[src/rtl/dbus_pkg.sv]
// Shared types and helpers for the data-bus to AXI3 bridge.
// Optional build macro DBUS_EARLY_WACK_EN: acknowledge stores once AW/W are done.
package dbus_pkg;

  typedef enum logic [2:0] {
    IDLE,
    RD_AR,
    RD_R,
    WR_AW_W,
    WR_B,
    DONE
  } state_t;

  localparam logic [1:0] AXI_BURST_INCR = 2'b01;
  localparam logic [3:0] AXI_LEN_SINGLE = 4'd0;

  function automatic logic [2:0] size_to_axsize(input logic [1:0] size);
    return {1'b0, size};
  endfunction

  function automatic logic [3:0] size_to_wstrb(input logic [1:0] size, input logic [1:0] off);
    case (size)
      2'd0:    return 4'b0001 << off;
      2'd1:    return 4'b0011 << off;
      default: return 4'b1111;
    endcase
  endfunction

endpackage

[src/rtl/dbus_strb_gen.sv]
// Byte-lane write strobe from access size and the low address bits.
module dbus_strb_gen
  import dbus_pkg::*;
(
  input  logic [1:0] size,
  input  logic [1:0] addr_lo,
  output logic [3:0] wstrb
);

  assign wstrb = size_to_wstrb(size, addr_lo);

endmodule

[src/rtl/dbus_axi_bridge.sv]
// Single-outstanding data-bus to AXI3 master bridge (one beat per transfer).
// Build macro DBUS_EARLY_WACK_EN: store data_ok issued after AW/W, B awaited silently.
module dbus_axi_bridge
  import dbus_pkg::*;
#(
  parameter logic [3:0] DBUS_AXI_ID = 4'd1
) (
  input  logic        clk,
  input  logic        rst,
  input  logic        data_req,
  input  logic        data_wr,
  input  logic [1:0]  data_size,
  input  logic [31:0] data_addr,
  input  logic [31:0] data_wdata,
  output logic        data_addr_ok,
  output logic        data_data_ok,
  output logic [31:0] data_rdata,
  output logic [3:0]  arid,
  output logic [31:0] araddr,
  output logic [3:0]  arlen,
  output logic [2:0]  arsize,
  output logic [1:0]  arburst,
  output logic        arvalid,
  input  logic        arready,
  input  logic [3:0]  rid,
  input  logic [31:0] rdata,
  input  logic [1:0]  rresp,
  input  logic        rlast,
  input  logic        rvalid,
  output logic        rready,
  output logic [3:0]  awid,
  output logic [31:0] awaddr,
  output logic [3:0]  awlen,
  output logic [2:0]  awsize,
  output logic [1:0]  awburst,
  output logic        awvalid,
  input  logic        awready,
  output logic [3:0]  wid,
  output logic [31:0] wdata,
  output logic [3:0]  wstrb,
  output logic        wlast,
  output logic        wvalid,
  input  logic        wready,
  input  logic [3:0]  bid,
  input  logic [1:0]  bresp,
  input  logic        bvalid,
  output logic        bready
);

  state_t      state, state_nxt;
  logic [31:0] addr_q, wdata_q, rdata_q;
  logic [1:0]  size_q;
  logic        wr_q, aw_done, w_done;
  logic        accept, aw_hs, w_hs, aw_cmpl, w_cmpl;
  logic        unused_axi;

  assign unused_axi = ^{rid, rresp, rlast, bid, bresp};

  assign accept  = data_req && (state == IDLE) && !rst;
  assign aw_hs   = awvalid && awready;
  assign w_hs    = wvalid && wready;
  assign aw_cmpl = aw_done || aw_hs;
  assign w_cmpl  = w_done || w_hs;

`ifdef DBUS_EARLY_WACK_EN
  // High only in the first WR_B cycle: that is where the early store ack pulses.
  logic wack_first;

  always_ff @(posedge clk) begin
    if (rst) wack_first <= 1'b0;
    else     wack_first <= (state == WR_AW_W) && aw_cmpl && w_cmpl;
  end
`endif

  always_ff @(posedge clk) begin
    if (rst) state <= IDLE;
    else     state <= state_nxt;
  end

  always_ff @(posedge clk) begin
    if (rst) begin
      addr_q  <= '0;
      wdata_q <= '0;
      rdata_q <= '0;
      size_q  <= '0;
      wr_q    <= 1'b0;
      aw_done <= 1'b0;
      w_done  <= 1'b0;
    end else if (accept) begin
      addr_q  <= data_addr;
      wdata_q <= data_wdata;
      rdata_q <= '0;
      size_q  <= data_size;
      wr_q    <= data_wr;
      aw_done <= 1'b0;
      w_done  <= 1'b0;
    end else begin
      if (aw_hs) aw_done <= 1'b1;
      if (w_hs)  w_done  <= 1'b1;
      if (state == RD_R && rvalid) rdata_q <= rdata;
    end
  end

  always_comb begin
    state_nxt = state;
    case (state)
      IDLE:    if (accept) state_nxt = data_wr ? WR_AW_W : RD_AR;
      RD_AR:   if (arready) state_nxt = RD_R;
      RD_R:    if (rvalid) state_nxt = DONE;
      WR_AW_W: if (aw_cmpl && w_cmpl) state_nxt = WR_B;
`ifdef DBUS_EARLY_WACK_EN
      WR_B:    if (bvalid) state_nxt = IDLE;
`else
      WR_B:    if (bvalid) state_nxt = DONE;
`endif
      DONE:    state_nxt = IDLE;
      default: state_nxt = IDLE;
    endcase
  end

  // Every handshake output is forced low during reset, even before state settles.
  always_comb begin
    data_addr_ok = accept;
    arvalid      = !rst && (state == RD_AR);
    rready       = !rst && (state == RD_R);
    awvalid      = !rst && (state == WR_AW_W) && !aw_done;
    wvalid       = !rst && (state == WR_AW_W) && !w_done;
    bready       = !rst && (state == WR_B);
    data_data_ok = !rst && (state == DONE);
`ifdef DBUS_EARLY_WACK_EN
    if (!rst && state == WR_B && wack_first) data_data_ok = 1'b1;
`endif
    data_rdata   = (!rst && state == DONE && !wr_q) ? rdata_q : '0;
  end

  assign arid    = DBUS_AXI_ID;
  assign araddr  = addr_q;
  assign arlen   = AXI_LEN_SINGLE;
  assign arsize  = size_to_axsize(size_q);
  assign arburst = AXI_BURST_INCR;

  assign awid    = DBUS_AXI_ID;
  assign awaddr  = addr_q;
  assign awlen   = AXI_LEN_SINGLE;
  assign awsize  = size_to_axsize(size_q);
  assign awburst = AXI_BURST_INCR;

  assign wid     = DBUS_AXI_ID;
  assign wdata   = wdata_q;
  assign wlast   = 1'b1;

  dbus_strb_gen u_strb (
    .size    (size_q),
    .addr_lo (addr_q[1:0]),
    .wstrb   (wstrb)
  );

endmodule
[config.mk]
export PLATFORM = sky130hd
export DESIGN_NAME = dbus_axi_bridge
export DESIGN_NICKNAME = d
export VERILOG_FILES = /design/src/rtl/dbus_pkg.sv /design/src/rtl/dbus_strb_gen.sv /design/src/rtl/dbus_axi_bridge.sv
export SDC_FILE = /design/constraint.sdc
export NUM_CORES = 1
export LEC_CHECK = 0
export CAP_MARGIN = 20
export CORE_AREA = 2 2 114 116
export CTS_CLUSTER_DIAMETER = 40
export CTS_CLUSTER_SIZE = 28
export DETAILED_ROUTE_END_ITERATION = 7
export DIE_AREA = 0 0 116 118
export DONT_BUFFER_PORTS = 1
export PLACE_DENSITY = 0.46
export SLEW_MARGIN = 20
export SYNTH_ARGS = -nofsm -noshare
export SYNTH_HDL_FRONTEND = slang
export SYNTH_SLANG_ARGS = --single-unit
[constraint.sdc]
create_clock -name clk -period 1.55 [get_ports clk]
set_input_delay 0.155 -clock clk [delete_from_list [all_inputs] [get_ports clk]]
set_output_delay 0.155 -clock clk [all_outputs]
set_load 0.01 [all_outputs]
==> impl_metrics.env <==
export IMPL_rows=41
export IMPL_overflow=0
export IMPL_syn2layout_area_growth_pct=41.24
export IMPL_htreeDepth=3
export IMPL_slew_violations=0
export IMPL_grt_pass1_vias=3364
export IMPL_p_total_uw=8238
export IMPL_synth_ff_type="dfxtp_1"
export IMPL_crit_type="flip-flop to output port"
export IMPL_setup_violations=57
export IMPL_wirelength_um=11940
export IMPL_ir_drop_mv=0.8680
export IMPL_globalplace_congestion=0.7251
export IMPL_min_to="state[1]$_SDFFE_PP0P_"
export IMPL_required_ns=1.39
export IMPL_fin_tns_setup_ns=-5.865
export IMPL_cts_tree="yes"
export IMPL_die_area_um2=13690
export IMPL_synth_distinct_cells=29
export IMPL_die_w_um=116
export IMPL_r2r_slack_ns=-0.08
export IMPL_grtUsageTotal_pct=16.71
export IMPL_path_max_fanout=8
export IMPL_r2r_start="state[0]$_SDFFE_PP0P_"
export IMPL_r2r_end="state[0]$_SDFFE_PP0P_"
export IMPL_nets=651
export IMPL_drc=0
export IMPL_port_buffers=0
export IMPL_maxCapViolCount=0
export IMPL_hold_path_class="primary input to flip-flop"
export IMPL_grt_max_degree=36
export IMPL_rr_worst_depth=7
export IMPL_synth_area_um2=4165
export IMPL_grt_pass1_wl_um=17590
export IMPL_synth_edf_count=0
export IMPL_seq_area_frac_synth_pct=49.98
export IMPL_cts_path_max_buffers=2
export IMPL_hpwlAfterDp_um=7210
export IMPL_syn_area_per_cell_um2=9.381
export IMPL_arrival_ns=1.55
export IMPL_viasPerCell=4.839
export IMPL_dr_pass1_iters=4
export IMPL_fin_ws_ns=-0.1525
export IMPL_cts_root_buf="clkbuf_16"
export IMPL_initial_core_util_pct=33.55
export IMPL_coreArea_um2=12410
export IMPL_critical_path_startpoint_type="flip-flop"
export IMPL_power_leakage_uw=0.002324
export IMPL_n_antenna_cell=0
export IMPL_endpoint_kind="output port"
export IMPL_rsz0062_at_grt="true"
export IMPL_violations="setup timing"
export IMPL_drive_gt1_share_pct=19.40
export IMPL_fin_skew_ns=0.006888
export IMPL_finalCritPeriodShare_pct=109.8
export IMPL_insertion_delay_ns=0.34
export IMPL_route_antenna_remaining_nets=0
export IMPL_vias=3426
export IMPL_ios=290
export IMPL_antenna_found_initial=0
export IMPL_yosysWarningCount=0
export IMPL_synth_seq_cells=104
export IMPL_status="finished with violations"
export IMPL_avgRoutedWirePerCell_um=16.86
export IMPL_die_y_um=118
export IMPL_netlist_instances=444
export IMPL_numCtsBuffers=9
export IMPL_clk_pin_slew_ns=0.07
export IMPL_drt_iter0_drc=137
export IMPL_async_reset_ff_share_pct=0
export IMPL_fillerInstances=1151
export IMPL_hold_start="rst"
export IMPL_layout_min_cycle_time_ns=1.702
export IMPL_clock_fmax_mhz=587.4
export IMPL_clock_sinks=104
export IMPL_final_hold_viol_count=0
export IMPL_whs_path_depth=2
export IMPL_p_per_area_nw_per_um2=1400
==> layer usage <==
metal	up-vias	share of wire [%]	global-route usage, %
li1	1606	-	-
met1	1644	38	17.13
met2	160	53	30.12
met3	16	7.7	6.282
met4	0	1.6	6.696
met5	-	0	0
==> critical path: stages (launching register included) <==
cell      delay, ns
dfxtp_2        0.34
buf_6          0.11
nand2b_4       0.14
nor3_4         0.15
buf_12         0.17
buf_12         0.13
and2_4         0.16
==> through the flow <==
stage	setup WS [ns]	area, um2	utilization (%)	std cells	hold slack, ns
floorplan	0.03152	4260	-	469	0.2877
finish	-0.1525	5883	47.39	708	0.04525
detailed placement	0.01780	4183	33.69	578	0.2906
global placement	0.03967	4183	33.69	578	0.2883
CTS	-0.2405	5793	46.66	705	0.02333
global route	-0.2408	5883	47.39	708	0.03650
==> state kept, by name, summed over array words and instances (netlist names) <==
name,cells
wr_q,1
aw_done,1
size_q,2
rdata_q,32
state,3
araddr,32
wdata,32
w_done,1
==> cells in the mapped netlist (2+ instances only) <==
cell      instances  area, um2
nor2b_1           4      25.02
dfxtp_1         104       2082
nand2b_1          4      25.02
a22o_1           67      586.8
clkbuf_1         16      60.06
a21oi_1          36      180.2
o21ai_0           3      15.01
buf_4            63      473.0
nand2_1          67      251.5
and2_1           32      200.2
buf_2            11      55.05
nand3_1           2      10.01
o21bai_1          3      22.52
conb_1            2      7.510
inv_1             4      15.01
nor2_1           10      37.54
nor3_1            4      20.02
==> final cells by class <==
class | count | area, um2 | area share (%)
Timing Repair Buffer | 141 | 1511 | 25.69
Clock inverter | 4 | 52.55 | 0.8932
Multi-Input combinational cell | 271 | 1757 | 29.86
Tap cell | 172 | 215.2 | 3.658
Clock buffer | 12 | 246.5 | 4.190
Sequential cell | 104 | 2086 | 35.45
Inverter | 4 | 15.01 | 0.2552
==> placed cells by master, fill, tap and decap left out, types with 9 or more instances in the layout <==
cell type | Yosys | routed
a21oi_1 | 36 | 36
buf_4 | 63 | 19
clkbuf_16 | 0 | 9
a22o_1 | 67 | 67
nand2_1 | 67 | 66
buf_6 | 0 | 10
dlygate4sd3_1 | 0 | 102
and2_4 | 0 | 32
conb_1 | 2 | 27
dfxtp_1 | 104 | 101
==> repair_timing <==
item                                    in CTS  in global routing
setup buffers                                5                  3
hold buffers                               102                  0
endpoints found under the setup margin      37                 88
resized for setup                           48                 17
pin swaps                                   34                  6
cloned                                       4                  0
endpoints found under the hold margin      103                  0
==> where the power goes <==
group	total, uW	switching, uW	internal [uW]
clock	2270	971	1300
sequential	3890	719	3170
combinational	2070	982	1090
==> how the worst max path moves through the flow <==
stage,depth (start not counted),from,to,slack [ns]
finish,6,state[1]$_SDFFE_PP0P_,data_rdata[6],-0.15
global route,6,state[1]$_SDFFE_PP0P_,data_rdata[6],-0.24
CTS,6,state[1]$_SDFFE_PP0P_,data_rdata[24],-0.24
detailed placement,4,state[2]$_SDFFE_PP0P_,state[1]$_SDFFE_PP0P_,0.02
global placement,4,state[2]$_SDFFE_PP0P_,state[1]$_SDFFE_PP0P_,0.04
floorplan,4,state[2]$_SDFFE_PP0P_,state[1]$_SDFFE_PP0P_,0.03
==> logic make-up (layout without fill, tap and decap cells) <==
| group | count (synthesis) | in the layout | synth area share, % |
|---|---|---|---|
| flip-flops | 104 | 104 | 49.99 |
| buffers and inverters | 94 | 161 | 14.48 |
| multiplexers | 1 | 1 | 0.2703 |
| AND/OR/NAND/NOR | 127 | 127 | 14.42 |
| AO/OA/AOI/OAI | 116 | 116 | 20.67 |
| other | 2 | 27 | 0.1803 |
Power figures use the tool's default switching activity.
